### src/rtl/frame_pkg.sv
// Shared types and constants for the frame packer slice.
package frame_pkg;

    typedef enum logic [1:0] {IDLE, HDR, PAY, CSUM} pk_state_e;

    typedef logic [7:0] byte_t;

    localparam int MAX_PAYLOAD_DEF = 64;
    localparam int HDR_BYTES       = 1;

    function automatic byte_t csum_step(input byte_t acc, input byte_t b);
        return acc ^ b;
    endfunction

endpackage

### src/rtl/frame_sync_fifo.sv
// Synchronous FIFO with an extra pointer MSB for full/empty and a write-pointer
// load port so a partially written frame can be rolled back.
module frame_sync_fifo #(
    parameter int  WIDTH = 8,
    parameter int  DEPTH = 16,
    localparam int AW    = $clog2(DEPTH)
) (
    input  logic             clk,
    input  logic             reset,
    input  logic             push,
    input  logic [WIDTH-1:0] push_data,
    input  logic             pop,
    output logic [WIDTH-1:0] pop_data,
    input  logic             wr_load,
    input  logic [AW:0]      wr_load_ptr,
    output logic [AW:0]      wr_ptr,
    output logic             full,
    output logic             empty,
    output logic [AW:0]      count
);

    localparam logic [AW:0] PTR_ONE = 1;

    logic [WIDTH-1:0] mem [DEPTH];
    logic [AW:0]      rd_ptr;

    always_ff @(posedge clk) begin
        if (push && !full && !wr_load) begin
            mem[wr_ptr[AW-1:0]] <= push_data;
        end
    end

    // A rollback load wins over a push issued in the same cycle.
    always_ff @(posedge clk or posedge reset) begin
        if (reset) begin
            wr_ptr <= '0;
            rd_ptr <= '0;
        end else begin
            if (wr_load) begin
                wr_ptr <= wr_load_ptr;
            end else if (push && !full) begin
                wr_ptr <= wr_ptr + PTR_ONE;
            end
            if (pop && !empty) begin
                rd_ptr <= rd_ptr + PTR_ONE;
            end
        end
    end

    assign pop_data = mem[rd_ptr[AW-1:0]];
    assign count    = wr_ptr - rd_ptr;
    assign empty    = (wr_ptr == rd_ptr);
    assign full     = (wr_ptr[AW] != rd_ptr[AW]) && (wr_ptr[AW-1:0] == rd_ptr[AW-1:0]);

endmodule

### src/rtl/frame_packer.sv
// frame_packer: buffers raw bytes into whole frames, emits header + payload beats.
// Define FRAME_CSUM_EN to append an XOR checksum beat after each payload.
module frame_packer
    import frame_pkg::*;
#(
    parameter int MAX_PAYLOAD = MAX_PAYLOAD_DEF,
    parameter int DATA_DEPTH  = 128,
    parameter int LEN_DEPTH   = 4
) (
    input  logic        clk,
    input  logic        reset,
    input  logic        in_valid,
    input  logic [7:0]  in_data,
    input  logic        in_last,
    input  logic        out_stall,
    output logic        bnd,
    output logic        plse,
    output logic [7:0]  data_out,
    output logic        len_err,
    output logic        ovf_err,
    output logic [15:0] frames_sent
);

    localparam int          DAW       = $clog2(DATA_DEPTH);
    localparam int          LAW       = $clog2(LEN_DEPTH);
    localparam logic [DAW:0] DPTR_ONE = 1;
    localparam byte_t       LAST_SLOT = byte_t'(MAX_PAYLOAD - 1);
    localparam logic [8:0]  HDR_BEATS = 9'(HDR_BYTES);

    logic           data_push, data_full, data_empty, wr_load;
    logic [DAW:0]   data_wr_ptr, data_cnt, frame_start_ptr;
    byte_t          rd_data;
    logic           len_push, len_full, len_empty;
    logic [LAW:0]   len_wr_ptr, len_cnt;
    byte_t          len_head;
    logic           dropping, ovf_now, len_now;
    byte_t          byte_cnt;
    logic           frame_end, take_next, data_pop;
    pk_state_e      state;
    byte_t          cur_len;
    logic [8:0]     rem;
`ifdef FRAME_CSUM_EN
    byte_t          csum;
`endif
    logic           unused_status;

    frame_sync_fifo #(.WIDTH(8), .DEPTH(DATA_DEPTH)) u_data_fifo (
        .clk(clk), .reset(reset),
        .push(data_push), .push_data(in_data),
        .pop(data_pop), .pop_data(rd_data),
        .wr_load(wr_load), .wr_load_ptr(frame_start_ptr), .wr_ptr(data_wr_ptr),
        .full(data_full), .empty(data_empty), .count(data_cnt)
    );

    frame_sync_fifo #(.WIDTH(8), .DEPTH(LEN_DEPTH)) u_len_fifo (
        .clk(clk), .reset(reset),
        .push(len_push), .push_data(byte_cnt + 8'd1),
        .pop(take_next), .pop_data(len_head),
        .wr_load(1'b0), .wr_load_ptr('0), .wr_ptr(len_wr_ptr),
        .full(len_full), .empty(len_empty), .count(len_cnt)
    );

    assign unused_status = ^{data_empty, data_cnt, len_cnt, len_wr_ptr};

    // A byte arriving on a full buffer, or a frame still open at MAX_PAYLOAD bytes, is dropped whole.
    always_comb begin
        data_push = 1'b0;
        len_push  = 1'b0;
        wr_load   = 1'b0;
        ovf_now   = 1'b0;
        len_now   = 1'b0;
        if (in_valid && !dropping) begin
            if (data_full || (in_last && len_full)) begin
                ovf_now = 1'b1;
                wr_load = 1'b1;
            end else if (!in_last && byte_cnt == LAST_SLOT) begin
                len_now = 1'b1;
                wr_load = 1'b1;
            end else begin
                data_push = 1'b1;
                len_push  = in_last;
            end
        end
    end

    always_ff @(posedge clk or posedge reset) begin
        if (reset) begin
            dropping        <= 1'b0;
            byte_cnt        <= '0;
            frame_start_ptr <= '0;
            len_err         <= 1'b0;
            ovf_err         <= 1'b0;
        end else begin
            len_err <= len_now;
            ovf_err <= ovf_now;
            if (in_valid) begin
                if (dropping) begin
                    if (in_last) begin
                        dropping <= 1'b0;
                    end
                end else if (ovf_now || len_now) begin
                    dropping <= !in_last;
                    byte_cnt <= '0;
                end else if (in_last) begin
                    byte_cnt        <= '0;
                    frame_start_ptr <= data_wr_ptr + DPTR_ONE;
                end else if (byte_cnt != 8'hFF) begin
                    byte_cnt <= byte_cnt + 8'd1;
                end
            end
        end
    end

    always_comb begin
        frame_end = 1'b0;
`ifdef FRAME_CSUM_EN
        frame_end = (state == CSUM);
`else
        frame_end = (state == PAY) && (rem == 9'd1);
`endif
        take_next = !out_stall && !len_empty && ((state == IDLE) || frame_end);
        data_pop  = !out_stall && (state == PAY);
    end

    // rem counts beats still to emit for the current frame (header included).
    always_ff @(posedge clk or posedge reset) begin
        if (reset) begin
            state       <= IDLE;
            bnd         <= 1'b0;
            plse        <= 1'b0;
            data_out    <= '0;
            frames_sent <= '0;
            cur_len     <= '0;
            rem         <= '0;
`ifdef FRAME_CSUM_EN
            csum        <= '0;
`endif
        end else if (!out_stall) begin
            case (state)
                IDLE: begin
                    bnd      <= 1'b0;
                    plse     <= 1'b0;
                    data_out <= '0;
                end
                HDR: begin
                    bnd      <= 1'b1;
                    plse     <= 1'b0;
                    data_out <= cur_len;
                    rem      <= rem - 9'd1;
                    state    <= PAY;
`ifdef FRAME_CSUM_EN
                    csum     <= cur_len;
`endif
                end
                PAY: begin
                    bnd      <= 1'b0;
                    plse     <= 1'b1;
                    data_out <= rd_data;
                    rem      <= rem - 9'd1;
`ifdef FRAME_CSUM_EN
                    csum     <= csum_step(csum, rd_data);
                    if (rem == 9'd1) begin
                        state <= CSUM;
                    end
`else
                    if (rem == 9'd1) begin
                        state       <= IDLE;
                        frames_sent <= frames_sent + 16'd1;
                    end
`endif
                end
`ifdef FRAME_CSUM_EN
                CSUM: begin
                    bnd         <= 1'b0;
                    plse        <= 1'b1;
                    data_out    <= csum;
                    frames_sent <= frames_sent + 16'd1;
                    state       <= IDLE;
                end
`endif
                default: state <= IDLE;
            endcase
            if (take_next) begin
                state   <= HDR;
                cur_len <= len_head;
                rem     <= {1'b0, len_head} + HDR_BEATS;
            end
        end
    end

endmodule
### config.mk
export PLATFORM = sky130hd
export DESIGN_NAME = frame_packer
export DESIGN_NICKNAME = d
export VERILOG_FILES = /design/src/rtl/frame_pkg.sv /design/src/rtl/frame_sync_fifo.sv /design/src/rtl/frame_packer.sv
export SDC_FILE = /design/constraint.sdc
export NUM_CORES = 1
export LEC_CHECK = 0
export CAP_MARGIN = 0
export CORE_MARGIN = 2
export CORE_UTILIZATION = 52
export DETAILED_ROUTE_END_ITERATION = 7
export GPL_TIMING_DRIVEN = 0
export MAX_ROUTING_LAYER = met4
export PLACE_DENSITY = 0.68
export SLEW_MARGIN = 40
export SYNTH_ARGS = -nofsm -noshare
export SYNTH_HDL_FRONTEND = slang
export SYNTH_SLANG_ARGS = --single-unit
### constraint.sdc
create_clock -name clk -period 4.8 [get_ports clk]
set_input_delay 0.96 -clock clk [delete_from_list [all_inputs] [get_ports clk]]
set_output_delay 0.96 -clock clk [all_outputs]
set_load 0.01 [all_outputs]
==> results <==
- The die is 300.3 um tall.
- The global-route total usage across every layer is 29.70%.
- The number of routed nets with antenna violations is 0.
- The tightest min-delay check is of the flip-flop to flip-flop type.
- The mean post-synth cell area is 18.67 um^2.
- The flow ran to the end, and the final reports show no timing, DRC or antenna violations.
- The maximum operating frequency is 0.2394 GHz.
- Routability-driven placement finished with a final weighted congestion of 0.9699.
- In this run, post-CTS repair resized a total of 0 instances.
- The worst reg-to-reg path cell count is 7.
- The nature of the critical path startpoint is a flip-flop.
- The total power is 0.02968 W.
- At the worst endpoint, the arrival time is 4710 ps.
- Summed over all layers, the global routing overflow is 0.
- The required arrival time at the worst endpoint is 5330 ps.
- After the flow finishes, the layout carries non-filler instances totaling 3867.
- The area used by multi-input combinational logic is 0.01114 mm^2.
- The endpoint type of the worst setup path is a flip-flop.
- Power spread over the standard cell area amounts to 572.6 mW/mm^2.
- The wire length of the first global-routing pass is 182.5 mm.
- For this block, the via count after detailed routing is 25410.
- Setup repair after global routing left no endpoint under its margin.
- The worst path in the final design needs a cycle of 4176 ps, including I/O delays and setup.
- In the layout the commonest cells are sky130_fd_sc_hd__edfxtp_1, sky130_fd_sc_hd__mux4_2, sky130_fd_sc_hd__mux2i_1, sky130_fd_sc_hd__clkbuf_16, sky130_fd_sc_hd__nand2_1.
- The finished cells cover 0.05183 mm^2.
- The family of cells with the greatest summed delay on the critical path is buffers and inverters.
- The register clock-pin slew on the reported worst setup and hold paths is 60 ps.
- The number of cells on the critical path is 7.
- The worst setup slack after placement is 45.88 ps.
- Buffers inserted during clock tree synthesis total 114.
- Global routing consumed, on the met1 layer, 41.52% of the routing resources.
- The core box area is 0.08689 mm^2.
- The measured slew at the worst slew-check pin is 920.0 ps.
- In the final layout, flip-flops and latches occupy 0.03386 mm^2.
- The worst pin sits at a relative slew slack of 38.66%.
- The number of setup buffers added after CTS is 0.
- The later pin in the worst-skew pair is clocked with a latency of 700 ps.
- The most repeated library cell on the critical path is sky130_fd_sc_hd__clkbuf_1.
- The clock arrives with 28.98 ps of skew.
- Leaving out fill and tap cells, the most frequent cell in the layout is sky130_fd_sc_hd__edfxtp_1.
- Max-cap violations in this run came to 0.
- Along the worst path, the maximum fanout reaches 10.
- The root buffer selected by CTS is sky130_fd_sc_hd__clkbuf_16.
- The delay of the slowest cell on the worst path is 750 ps.
- The number of hold violations in the final report is 0.
- Traced cell by cell, the critical path runs through buf_2 > clkbuf_1 > clkbuf_1 > a31oi_1 > a221oi_1 > a211oi_1 > nor3_1.
- The remaining routing DRC violations is 0.
- The number of buffers on the longest clock path is 3.
- The number of enable flip-flop cells after synthesis is 1056.
- Buffers inserted to repair hold after CTS numbered 0.
- In the final design database the tool counted 2642 nets.
- The final number of max-transition violations was 0.
- The overall die width is 300.3 um.
- The via count of the first global-routing pass is 24897.
- In this run the cell area of the synthesized design comes to 0.04565 mm^2.
- The number of vias per cell is 6.571.
- The leakage power summed over all cells is 17.08 nW.
- The count of endpoints failing setup in the final report is 0.
- For this run, global-route usage on met2 was measured as 43.29%.
- In this run, synthesis produced a sequential element count of 1142.
- In this run the cell area measured after placement is 0.04784 mm^2.
- The number of filler instances in the final layout is 6267.
- Detailed placement ended at an HPWL of 83.87 mm.
- The number of nets in the synthesized netlist is 2474.
- The floorplan step defined a die boundary enclosing 0.09017 mm^2.
- Among all flip-flop cells after synthesis, the most frequent one is sky130_fd_sc_hd__edfxtp_1.
- The deepest level of the CTS H-tree is 3.
- The most utilized layer in the global route result is met2.
- Input and output buffers added on the ports amount to 40.
- The per-cell routed wire length is 33.45 um.
- The fraction of the yosys area taken by sequential cells is 74.18%.
- VDD sags by at most 390.2 uV.
- Counting flops with an async set or reset pin after synthesis yields a share of 7.531%.
- Cells with a size suffix above 1 make up 21.73% of the layout.
- The Yosys warning count is 0.
- The number of cells after detailed placement is 3651.
- The critical path contains buffers and inverters numbering 3 combined.
- For this run, global-route usage on met3 was measured as 6.836%.
- The floorplan row count is 108.
- During I/O placement, the number of pins put on the boundary was 41.
- The number of distinct library cell variants in the gate-level netlist after synthesis is 74.
- The category of the critical setup timing path is flip-flop to flip-flop.
- Entering global routing, the biggest net connects 93 pins.
- The worst path uses 87.01% of the clock period.
- The number of antenna violations at the first check in global routing is 3.
- The first element of the critical path is u_data_fifo.rd_ptr[3].
- Once layout is complete, the utilization of the core stands at 59.65%.
- The initial DRC count is 4109.
- CTS saw 1142 sinks.
- The area growth from synthesis to layout is 13.53%.
- The worst path meets setup with 623.5 ps of slack.
- The number of detailed-route iterations in the first pass is 6.
- The worst hold path begins at frame_start_ptr[2].
- The clock tree from TritonCTS is done.
- The final wirelength is 129.4 mm.
- The slowest stage of the critical path is the sky130_fd_sc_hd__clkbuf_1 cell.
- The cell count of the worst hold path is 2.
- The number of instances in the synthesized netlist is 2445.
- The initial utilization of the core area, before any placement, comes to 52.54%.
- In this run the critical register-to-register path is launched from u_data_fifo.rd_ptr[3].
-- power breakdown --
part	internal [W]	switching (W)	leakage (nW)
registers	0.0113	0.000249	10.6
clock network	0.00540	0.00379	1.88
logic	0.00319	0.00575	4.58
-- flip-flops by register name (all words and copies together) (netlist names), 2 cells and up --
name,cells
u_data_fifo.wr_ptr,8
frame_start_ptr,8
u_len_fifo.mem,32
data_out,8
cur_len,8
u_len_fifo.rd_ptr,3
frames_sent,16
rem,9
byte_cnt,8
state,2
u_len_fifo.wr_ptr,3
u_data_fifo.rd_ptr,8
u_data_fifo.mem,1024
-- routing by layer --
layer / share of wire [%] / up-vias
met5: 0 / -
met4: 4.1 / 0
met3: 12 / 326
met2: 45 / 1762
met1: 39 / 13126
li1: - / 10196
-- cell type report --
type | count | area share (%)
plain buffers | 131 | 1.506
inverters | 18 | 0.1400
flip-flops and latches | 1142 | 65.34
diodes | 1 | 0.004828
clock buffers | 145 | 5.871
multi-input cells | 1154 | 21.49
clock inverters | 69 | 1.557
well taps | 1155 | 2.788
repair buffers | 52 | 1.311
-- synthesized netlist by cell type (4+ instances only) --
cell | instances | area share, %
sky130_fd_sc_hd__xor2_1 | 22 | 0.42
sky130_fd_sc_hd__o21ai_1 | 8 | 0.088
sky130_fd_sc_hd__inv_1 | 16 | 0.13
sky130_fd_sc_hd__clkbuf_1 | 41 | 0.34
sky130_fd_sc_hd__dfrtp_1 | 86 | 4.7
sky130_fd_sc_hd__nand3b_1 | 4 | 0.066
sky130_fd_sc_hd__nand4_1 | 24 | 0.33
sky130_fd_sc_hd__a221oi_1 | 14 | 0.27
sky130_fd_sc_hd__nand2_1 | 99 | 0.81
sky130_fd_sc_hd__mux2_1 | 7 | 0.17
sky130_fd_sc_hd__nor3_1 | 13 | 0.14
sky130_fd_sc_hd__o21ai_0 | 34 | 0.37
sky130_fd_sc_hd__nand3_1 | 38 | 0.42
sky130_fd_sc_hd__edfxtp_1 | 1056 | 69
sky130_fd_sc_hd__mux2_2 | 23 | 0.57
sky130_fd_sc_hd__o22ai_1 | 11 | 0.15
sky130_fd_sc_hd__nor2_1 | 163 | 1.3
sky130_fd_sc_hd__a22oi_1 | 64 | 1.1
sky130_fd_sc_hd__a31oi_1 | 13 | 0.18
sky130_fd_sc_hd__mux2i_1 | 171 | 3.7
sky130_fd_sc_hd__mux4_2 | 191 | 9.4
sky130_fd_sc_hd__a21oi_1 | 51 | 0.56
sky130_fd_sc_hd__xnor2_1 | 41 | 0.79
sky130_fd_sc_hd__buf_6 | 15 | 0.37
sky130_fd_sc_hd__a22o_1 | 16 | 0.31
sky130_fd_sc_hd__and2_1 | 9 | 0.12
sky130_fd_sc_hd__o221ai_1 | 15 | 0.29
sky130_fd_sc_hd__and3_1 | 13 | 0.18
sky130_fd_sc_hd__ha_1 | 16 | 0.44
sky130_fd_sc_hd__a21boi_0 | 7 | 0.12
sky130_fd_sc_hd__a211oi_1 | 14 | 0.23
sky130_fd_sc_hd__nor2b_1 | 12 | 0.16
sky130_fd_sc_hd__buf_2 | 41 | 0.45
sky130_fd_sc_hd__buf_4 | 32 | 0.53
-- final timing paths --
path / to / slack, ps
setup / recovery: data_out[6] / 620
hold / removal: frame_start_ptr[2] / 480
setup reg to reg: data_out[6] / 620
hold reg to reg: frame_start_ptr[2] / 480
max in group asynchronous: u_data_fifo.rd_ptr[5] / 3540
min in group asynchronous: frames_sent[10] / 660
-- tightest hold or removal path: stages, from the launching register on --
cell                      delay [ps]
sky130_fd_sc_hd__dfrtp_1         340
sky130_fd_sc_hd__nand2_1          40
sky130_fd_sc_hd__o21ai_0          60
-- through the flow --
step / setup TNS, ps / hold WS (ps)
global placement: -704530 / 461.9
finish: 0 / 481.0
global route: 0 / 516.5
detailed placement: 0 / 466.5
floorplan: 0 / 443.6
CTS: 0 / 485.6
-- cell families (layout without fill, tap and decap cells) --
kind of cell / after synthesis / after routing / share of synthesized area [%]
flops: 1142 / 1142 / 74.18
simple gates: 408 / 408 / 4.248
mux: 392 / 392 / 13.91
compound gates: 275 / 275 / 4.166
buf+inv: 149 / 415 / 1.847
xor+xnor: 63 / 63 / 1.209
fa+ha+maj: 16 / 16 / 0.4385
other cells: 0 / 1 / 0
No activity file was read; power rests on OpenSTA's default activity.
